===== config.mk =====
export PLATFORM = sky130hd
export DESIGN_NAME = accumulator_bank
export DESIGN_NICKNAME = d
export VERILOG_FILES = /design/src/rtl/accumulator_bank.sv
export SDC_FILE = /design/constraint.sdc
export NUM_CORES = 2
export LEC_CHECK = 0
export CAP_MARGIN = 25
export CORE_MARGIN = 3
export CORE_UTILIZATION = 50
export DETAILED_ROUTE_END_ITERATION = 10
export DONT_BUFFER_PORTS = 1
export HOLD_SLACK_MARGIN = 0.08
export PLACE_DENSITY = 0.69
export SLEW_MARGIN = 20
export SYNTH_ARGS = -nofsm -noshare
export SYNTH_HDL_FRONTEND = slang
export SYNTH_SLANG_ARGS = --single-unit
export TNS_END_PERCENT = 20

===== constraint.sdc =====
create_clock -name clk_i -period 6.98 [get_ports clk_i]
set_clock_uncertainty 0.1 [all_clocks]
set_input_delay 0.349 -clock clk_i [delete_from_list [all_inputs] [get_ports clk_i]]
set_output_delay 0.349 -clock clk_i [all_outputs]
set_load 0.02 [all_outputs]

===== src/rtl/accumulator_bank.sv =====
// accumulator_bank
//   Result store between the MAC array and the output buffer. Each transfer
//   carries ARR_SIZE signed lanes. A transfer either overwrites an entry or is
//   added into it lane by lane, and the sums saturate. A drain streams one
//   entry out as BEATS beats of OUT_W bits under valid/ready. The entry can be
//   cleared when the drain finishes.
//
// Ports
//   clk_i, rst_n_i         clock (rising edge), asynchronous active-low reset
//   in_valid_i/in_ready_o  partial-sum transfer handshake
//   in_addr_i, in_mode_i   target entry; 0 = overwrite, 1 = accumulate
//   in_data_i              lane i at [i*DATA_W +: DATA_W]
//   drain_start_i          pulse that starts draining drain_addr_i
//   drain_clear_i          zero the entry once the last beat is accepted
//   busy_o                 drain in progress
//   out_valid_o/out_ready_i drain beat handshake
//   out_data_o, out_addr_o beat payload and {entry, beat} address
//   out_last_o             final beat of the drain
//   sat_flag_o, sat_clr_i  sticky saturation indicator and its clear
//
// FSM states
//   state   | meaning
//   S_IDLE  | accepting transfers, waiting for drain_start
//   S_DRAIN | presenting beats of the latched entry, no writes
module accumulator_bank #(
  parameter int ARR_SIZE = 4,
  parameter int DATA_W   = 32,
  parameter int DEPTH    = 16,
  parameter int ADDR_W   = 4,
  parameter int OUT_W    = 64,
  localparam int BEATS   = ARR_SIZE * DATA_W / OUT_W,
  localparam int BEAT_W  = (BEATS > 1) ? $clog2(BEATS) : 1
) (
  input  logic                       clk_i,
  input  logic                       rst_n_i,
  input  logic                       in_valid_i,
  output logic                       in_ready_o,
  input  logic [ADDR_W-1:0]          in_addr_i,
  input  logic                       in_mode_i,
  input  logic [ARR_SIZE*DATA_W-1:0] in_data_i,
  input  logic                       drain_start_i,
  input  logic [ADDR_W-1:0]          drain_addr_i,
  input  logic                       drain_clear_i,
  output logic                       busy_o,
  output logic                       out_valid_o,
  input  logic                       out_ready_i,
  output logic [OUT_W-1:0]           out_data_o,
  output logic [ADDR_W+BEAT_W-1:0]   out_addr_o,
  output logic                       out_last_o,
  output logic                       sat_flag_o,
  input  logic                       sat_clr_i
);

  localparam int ROW_W = ARR_SIZE * DATA_W;
  localparam logic [BEAT_W-1:0] LAST_BEAT = BEAT_W'(BEATS - 1);
  localparam logic [DATA_W-1:0] LANE_MAX  = {1'b0, {(DATA_W-1){1'b1}}};
  localparam logic [DATA_W-1:0] LANE_MIN  = {1'b1, {(DATA_W-1){1'b0}}};

  typedef enum logic {S_IDLE = 1'b0, S_DRAIN = 1'b1} state_t;

  state_t              state_q, state_d;
  logic [ROW_W-1:0]    mem_q [DEPTH];
  logic [ADDR_W-1:0]   addr_q;
  logic                clr_q;
  logic [BEAT_W-1:0]   beat_q, beat_d;
  logic                sat_q, sat_d;

  logic                start_now;
  logic                drain_active;
  logic                accept;
  logic                last_accept;
  logic                wr_en;
  logic [ROW_W-1:0]    cur_entry;
  logic [ROW_W-1:0]    wr_data_d;
  logic [ARR_SIZE-1:0] sat_hit;
  logic [OUT_W-1:0]    beat_data [BEATS];

  assign drain_active = (state_q == S_DRAIN);
  assign start_now    = (state_q == S_IDLE) & drain_start_i;
  assign accept       = drain_active & out_ready_i;
  assign last_accept  = accept & (beat_q == LAST_BEAT);
  assign wr_en        = in_valid_i & in_ready_o;
  assign cur_entry    = mem_q[in_addr_i];

  // ---------------- FSM: state register ----------------
  always_ff @(posedge clk_i or negedge rst_n_i) begin
    if (!rst_n_i) state_q <= S_IDLE;
    else          state_q <= state_d;
  end

  // ---------------- FSM: next state ----------------
  always_comb begin
    state_d = state_q;
    unique case (state_q)
      S_IDLE:  if (drain_start_i) state_d = S_DRAIN;
      S_DRAIN: if (last_accept)   state_d = S_IDLE;
      default: state_d = S_IDLE;
    endcase
  end

  // ---------------- FSM: outputs ----------------
  // out_valid is driven from the state register, so it appears on the
  // cycle after drain_start is taken.
  always_comb begin
    in_ready_o  = (state_q == S_IDLE) & ~drain_start_i;
    busy_o      = drain_active;
    out_valid_o = drain_active;
    out_last_o  = drain_active & (beat_q == LAST_BEAT);
    out_data_o  = drain_active ? beat_data[beat_q] : '0;
    out_addr_o  = drain_active ? {addr_q, beat_q} : '0;
  end

  // Slice the latched entry into beats, with the lowest lane in the LSBs.
  // The entry cannot change during a drain, so the beats stay stable.
  always_comb begin
    for (int b = 0; b < BEATS; b++) begin
      beat_data[b] = mem_q[addr_q][b*OUT_W +: OUT_W];
    end
  end

  // Per-lane add done at DATA_W+1 bits. A mismatch between the top two
  // bits of the sum means overflow, and the top bit gives its direction.
  always_comb begin
    wr_data_d = '0;
    sat_hit   = '0;
    for (int l = 0; l < ARR_SIZE; l++) begin
      logic [DATA_W-1:0] lane_a;
      logic [DATA_W-1:0] lane_b;
      logic [DATA_W:0]   lane_sum;
      logic [DATA_W-1:0] lane_res;
      lane_a   = cur_entry[l*DATA_W +: DATA_W];
      lane_b   = in_data_i[l*DATA_W +: DATA_W];
      lane_sum = {lane_a[DATA_W-1], lane_a} + {lane_b[DATA_W-1], lane_b};
      if (!in_mode_i) begin
        lane_res = lane_b;
      end else if (lane_sum[DATA_W] != lane_sum[DATA_W-1]) begin
        lane_res   = lane_sum[DATA_W] ? LANE_MIN : LANE_MAX;
        sat_hit[l] = 1'b1;
      end else begin
        lane_res = lane_sum[DATA_W-1:0];
      end
      wr_data_d[l*DATA_W +: DATA_W] = lane_res;
    end
  end

  // A new saturation in the same cycle as sat_clr wins.
  assign sat_d = (sat_q & ~sat_clr_i) | (wr_en & (|sat_hit));

  always_comb begin
    beat_d = beat_q;
    if (start_now)        beat_d = '0;
    else if (last_accept) beat_d = '0;
    else if (accept)      beat_d = beat_q + BEAT_W'(1);
  end

  always_ff @(posedge clk_i or negedge rst_n_i) begin
    if (!rst_n_i) begin
      addr_q <= '0;
      clr_q  <= 1'b0;
      beat_q <= '0;
      sat_q  <= 1'b0;
    end else begin
      beat_q <= beat_d;
      sat_q  <= sat_d;
      if (start_now) begin
        addr_q <= drain_addr_i;
        clr_q  <= drain_clear_i;
      end
    end
  end

  // Writes only happen in IDLE and clears only at the end of a drain,
  // so the two never occur in the same cycle.
  always_ff @(posedge clk_i or negedge rst_n_i) begin
    if (!rst_n_i) begin
      for (int i = 0; i < DEPTH; i++) mem_q[i] <= '0;
    end else if (wr_en) begin
      mem_q[in_addr_i] <= wr_data_d;
    end else if (last_accept && clr_q) begin
      mem_q[addr_q] <= '0;
    end
  end

  assign sat_flag_o = sat_q;

endmodule


# Yosys cells after proc, flatten, opt, wreduce, memory -nomap -nowiden

Index checks and enable logic that the tools add are counted.

Register bits: 2,056
Input bits: 144
Output and inout port bits: 74
Word-level logic and storage cells: 102

Add/subtract/negate cells: 5
$lt $le $gt $ge: 5
Equality and inequality tests: 4
Muxes and demuxes: 44
Bitwise logic cells: 17
Reductions and logical operators: 6

Operators by type and width:

| operator                                                              | count |
|---|---|
| 2048-bit 2-to-1 mux                                                   | 2 |
| 2048-bit bitwise AND                                                  | 1 |
| 2048-bit bitwise mux                                                  | 1 |
| 2048-bit NOT                                                          | 1 |
| 128-bit binary-select mux with 4-bit select                           | 2 |
| 128-bit demux with 4-bit select                                       | 2 |
| 128-bit 2-to-1 mux                                                    | 6 |
| 32-bit 2-to-1 mux                                                     | 12 |
| 64-bit 2-to-1 mux                                                     | 4 |
| 32-bit by 32-bit adder with 33-bit output                             | 4 |
| 1-bit 2-to-1 mux                                                      | 13 |
| 5-bit greater-or-equal comparator (second input constant)             | 2 |
| 5-bit by 1-bit < comparator with 1-bit output (second input constant) | 2 |
| 4-bit NOT with 5-bit output                                           | 2 |
| 1-bit bitwise AND                                                     | 8 |
| 5-bit 2-to-1 mux                                                      | 1 |
| 1-bit != test                                                         | 4 |
| 4-bit OR reduction                                                    | 1 |
| 1-bit logical AND                                                     | 3 |
| 1-bit NOT                                                             | 3 |
| 3-bit nonzero test                                                    | 1 |
| 2-bit greater-or-equal comparator (second input constant)             | 1 |
| 1-bit NOT with 2-bit output                                           | 1 |
| 1-bit one-hot mux with 2 select lines                                 | 1 |
| 3 further kinds                                                       | 3 |

# Depth between registers and ports, before layout

Depth after elaboration: 11
Depth in mapped cells: 27
Gate-level depth less buffers: 20

# Worst setup path before layout

OpenSTA, ideal clock, no wires.

Path type: input to register
Start: in in_addr_i[0]
End: reg mem_q[1081] (netlist name)
Setup time: 0.066 ns
Arrival: 6.600 ns
Required time: 6.814 ns
Path slack: 0.214 ns
Stages on the path: 23
Buffers on the path: 8
Cells stage by stage: clkbuf_1 -> clkbuf_1 -> clkbuf_1 -> buf_1 -> mux4_2 -> mux4_2 -> ha_1 -> fa_1 -> a211oi_1 -> nor2_1 -> o311ai_2 -> a211oi_2 -> or3_4 -> a31oi_4 -> ha_1 -> clkbuf_1 -> clkbuf_1 -> clkbuf_1 -> nor3_1 -> mux2i_1 -> a41o_1 -> clkbuf_1 -> a22o_1

Word-level cells in the longest chain between the ends: 10
Elaborated cells between the ends (all ways): 16
Those cells by class: add/sub: 1; order compare: 2; eq/ne: 1; mux: 10; bitwise: 1; reduce/logical: 1

RTL lines:

| item                                                   | RTL line | RTL |
|---|---|---|
| start, declared                                        | 38       | `input logic [ADDR_W-1:0] in_addr_i,` |
| 4-bit NOT with 5-bit output (not written as such) (*)  | 83, 178  |  |
| 128-bit binary-select mux with 4-bit select            | 83       | `assign cur_entry = mem_q[in_addr_i];` |
| 128-bit 2-to-1 mux (not written as such) (2 in series) | 83       |  |
| 32-bit by 32-bit adder with 33-bit output              | 133      | `lane_sum = {lane_a[DATA_W-1], lane_a} + {lane_b[DATA_W-1], lane_b};` |
| 32-bit 2-to-1 mux or 1-bit != test (tied branches)     | 137, 136 |  |
| 32-bit 2-to-1 mux                                      | 136      | `end else if (lane_sum[DATA_W] != lane_sum[DATA_W-1]) begin` |
| 32-bit 2-to-1 mux                                      | 134      | `if (!in_mode_i) begin` |
| 2048-bit bitwise mux (*)                               | 178      | `mem_q[in_addr_i] <= wr_data_d;` |
| 2048-bit 2-to-1 mux (*)                                | 177      | `end else if (wr_en) begin` |
| end signal, assigned by index                          | 178      |  |
| end, declared                                          | 62       | `logic [ROW_W-1:0] mem_q [DEPTH];` |

Mark *: on every way between the ends. The rest lies on a longest branch, timed or not. The select of a mux whose other input is x is not followed.
A chain may end at the register's enable or synchronous reset.

# Final worst setup path

Start: in in_addr_i[1]
End: reg sat_q, in the netlist sat_flag_o

Word-level cells in the longest chain between the ends: 11
Elaborated cells between the ends (all ways): 23
Those cells by class: add/sub: 4; eq/ne: 4; mux: 11; bitwise: 3; reduce/logical: 1

RTL lines:

| item                                                       | RTL line | RTL |
|---|---|---|
| 4-bit NOT with 5-bit output (not written as such) (*)      | 83       |  |
| 128-bit binary-select mux with 4-bit select (*)            | 83       |  |
| 128-bit 2-to-1 mux (not written as such) (*) (2 in series) | 83       |  |
| 32-bit by 32-bit adder with 33-bit output                  | 133      |  |
| 1-bit != test                                              | 136      |  |
| 1-bit 2-to-1 mux                                           | 136      |  |
| 1-bit 2-to-1 mux                                           | 134      |  |
| 4-bit OR reduction (*)                                     | 147      | `assign sat_d = (sat_q & ~sat_clr_i) \| (wr_en & (\|sat_hit));` |
| 1-bit bitwise AND (*)                                      | 147      |  |
| 1-bit bitwise OR (*)                                       | 147      |  |
| via sat_d                                                  | 66       | `logic sat_q, sat_d;` |
| end signal, assigned                                       | 164      | `sat_q <= sat_d;` |
| end, declared                                              | 66       |  |

Mark *: on every way through the listed nets, which the timed path passes. The rest lies on a longest branch. The select of a mux whose other input is x is not followed.

==> metrics.cfg <==
[clocking]
cts_buffers = 213
cts.sinks = 2056
cts_max_level = 4
clkTransAtPathRegs_ns = 0.06
clock_path_buffers = 3
cts_tree = built
clk_latency_ns = 0.93
cts-root-buf = clkbuf_16

[min_path]
hp-class = input pin to register
hp-start = out_ready_i
holdPathEnd = beat_q$_DFFE_PN0P_
hold_depth = 3

[synthesis]
ys_seq_area_frac = 0.455
synth_cells = 9579
syn-cell-area_um2 = 113000
synth_area_leaders = dfrtp_1 (46%), mux4_2 (26%), o21ai_0 (7.5%)
syn-num-nets = 9861
ys.flop_type = dfrtp_1
synth_edf_count = 0
ys_types = 102
yosys_warnings = 0
async_flop_share = 1.00
syn_avg_cell_area_um2 = 11.8
ys_ff_latch = 2056
yosysTopAreaCellShare = 0.455
yosysTopAreaCell = dfrtp_1

[timing]
setup_viol = 0
finalCritPeriodShare = 0.985
tns_ns = 0
slew_headroom = 0.178
worstMarginPinSlew_ns = 1.23
fin_crit_ns = 6.87
finalHoldViolCount = 0
rsz0062_at_grt = false
worst_slack_ns = 0.108
slew_viol_final = 0
max_freq_mhz = 146

[die]
coreArea_um2 = 223000
initial_core_util = 0.506
die_h_um = 481
die_x_um = 481
pin_count = 218
dieArea_um2 = 232000
num_rows = 173

[placement]
pre_cts_slack_ns = 0.292
portBuffers = 0
gp_congestion = 0.959
place_hpwl_mm = 234

[finish]
final_layout_size_suffix_gt1_frac = 0.217
finalNetCount = 9561
syn_to_final_growth_pct = 11.1
post-route-util = 0.562
n_fill_cell = 17982

[route]
top_layer = met5
num_vias = 91356
wl_met3_mm = 68.0
ant_nets = 0
drtIter0Drc = 13178
wl_met2_mm = 189
routedWlPerCell_um = 35.1
drt-met1-wl_mm = 146
viasPerCell = 7.33
route.detailed.drc = 0
routed_wirelength_mm = 438
drtPass1Iterations = 9

[power_and_ir_drop]
power.density_nw_per_um2 = 416
p_leak_nw = 53.1
ir_worst_vdd_v = 0.000492

[critical_path]
cp-startpoint = in_addr_i[1]
reg2reg_from = mem_q[65]$_DFFE_PN0P_
timing.rr.end = sat_flag_o$_DFF_PN0_
arrival_ns = 7.56
r2r_cells = 20
cp-end-kind = register
rrSetupSlack_ns = 0.13
crit_type = input pin to register
startpoint_type = input pin
cp_max_fo = 72
cp.required_ns = 7.66

[run_status]
status = finished clean

[global_route]
grt_pass1_vias = 91317
antenna_found_initial = 51
grt_pass1_wl_mm = 630
grt_usage = 0.373
grt_max_degree = 521
grt_overflow = 0

[run]
drv_cap = 0

-- logic make-up after synthesis --
group / count (synthesis) / synth area share
xor gates and xnor gates: 81 / 0.00628
and+or+nand+nor: 2253 / 0.0815
adders and majority gates: 141 / 0.0158
muxes: 1365 / 0.263
buffers and inverters: 997 / 0.0344
AOI/OAI and AO/OA: 2686 / 0.144
DFF: 2056 / 0.455
-- area by class of cell --
type / instances / area (µm²) / share of cell area
Inverter: 40 / 153 / 0.00122
Multi-Input combinational cell: 6526 / 58100 / 0.463
Clock inverter: 78 / 983 / 0.00783
Tap cell: 2975 / 3720 / 0.0296
Clock buffer: 300 / 6120 / 0.0487
Antenna cell: 53 / 133 / 0.00106
Timing Repair Buffer: 442 / 4830 / 0.0385
Sequential cell: 2056 / 51500 / 0.410
-- sequential cells by signal, indices dropped and copies added (netlist names) --
signal / flops
addr_q: 4
busy_o: 1
sat_flag_o: 1
beat_q: 1
mem_q: 2048
clr_q: 1
-- placed cells by master, fill, tap and decap left out, types with 16 or more instances in the layout --
master / Yosys / layout
a21oi_1: 140 / 138
o31ai_1: 24 / 24
nand2_1: 1814 / 1802
clkbuf_8: 0 / 44
nor3_1: 56 / 52
buf_12: 0 / 19
clkinv_2: 0 / 36
inv_1: 40 / 39
a211oi_1: 18 / 17
mux4_2: 1280 / 1280
clkbuf_16: 0 / 227
dlygate4sd3_1: 0 / 151
nor2b_1: 84 / 82
nand3_1: 40 / 36
nor2_1: 129 / 117
buf_16: 0 / 34
xnor2_1: 41 / 41
o22ai_1: 33 / 26
o21ai_1: 130 / 131
and3_1: 17 / 16
and2_1: 17 / 17
mux2i_1: 72 / 72
a32o_1: 81 / 81
nand4_1: 24 / 24
o21bai_1: 16 / 16
diode_2: 0 / 53
o21ai_0: 1685 / 1674
ha_1: 134 / 134
clkbuf_1: 805 / 42
a22o_1: 290 / 290
buf_4: 15 / 221
bufinv_16: 0 / 16
xor2_1: 40 / 40
a21o_1: 48 / 48
a31oi_1: 25 / 25
dfrtp_1: 2056 / 2050
o21a_1: 26 / 26
o211ai_1: 36 / 36
-- synthesized netlist by cell type, drive strengths merged (12+ instances only) --
cell and instances:
dfrtp 2056, o21ai 1817, nand2 1814, mux4 1280
clkbuf 815, a22o 290, a21oi 144, buf 142
ha 134, nor2 130, nor2b 84, a32o 81
mux2i 73, nor3 57, a21o 48, nand3 41
xnor2 41, inv 40, xor2 40, o211ai 36
o22ai 33, a31oi 26, o21a 26, o31ai 26
nand4 24, a211oi 22, a22oi 20, and3 18
and2 17, o21bai 16, nand2b 14, mux2 12
-- per-layer routing --
metal,up-vias,GRT usage
met5,-,0.00124
met4,28,0.244
met3,1924,0.143
met2,7766,0.538
met1,46209,0.471
li1,35429,-
-- timing repair --
action                     4_1_cts  5_1_grt
setup buffers                    0        0
hold buffers                   156        0
setup endpoints to repair        0     1674
hold endpoints to repair      2571        0
resized for setup                0        2
-- how the worst max path moves through the flow --
| stage | slack (ns) | cells after the start | endpoint |
|---|---|---|---|
| 5_1_grt | 0.07 | 23 | sat_flag_o$_DFF_PN0_ |
| 6_report | 0.11 | 23 | sat_flag_o$_DFF_PN0_ |
| 4_1_cts | 0.01 | 19 | sat_flag_o$_DFF_PN0_ |
| 3_5_place_dp | 0.29 | 18 | sat_flag_o$_DFF_PN0_ |
| 2_1_floorplan | 0.21 | 23 | mem_q[1081]$_DFFE_PN0P_ |
| 3_3_place_gp | 0.25 | 18 | mem_q[1347]$_DFFE_PN0P_ |
-- per-stage QoR --
stage               instances  hold WS [ns]  power [mW]  instance area (µm²)
global route            12433         0.108        54.4               125000
CTS                     12382        0.0833        51.3               125000
detailed placement      11848       -0.0253        39.4               116000
floorplan                9579       -0.0466        32.3               113000
finish                  12470         0.104        52.2               126000
global placement        11841       -0.0250        38.6               116000
-- where the power goes --
part | switching (mW) | leakage (nW) | internal (mW) | total (mW)
clock | 5.08 | 3.50 | 6.69 | 11.8
combinational | 12.7 | 21.6 | 9.44 | 22.2
sequential | 2.87 | 28.1 | 15.4 | 18.3
total | 20.7 | 53.1 | 31.5 | 52.2
-- critical path, cell delays in order --
cell and delay, ns:
buf_16 0.31, buf_16 0.35, buf_16 0.31, clkbuf_16 0.39, mux4_2 0.35, mux4_2 0.57
ha_1 0.27, a211oi_1 0.27, o21ai_0 0.14, a211o_1 0.32, a31oi_1 0.45, o21ai_0 0.15
a21o_1 0.18, a21oi_1 0.27, xnor2_1 0.11, ha_1 0.46, buf_12 0.25, nor3_1 0.32
buf_2 0.27, buf_4 0.14, nand3_1 0.17, a32o_1 0.32, dlygate4sd3_1 0.56
No activity file was read; power rests on OpenSTA's default activity.
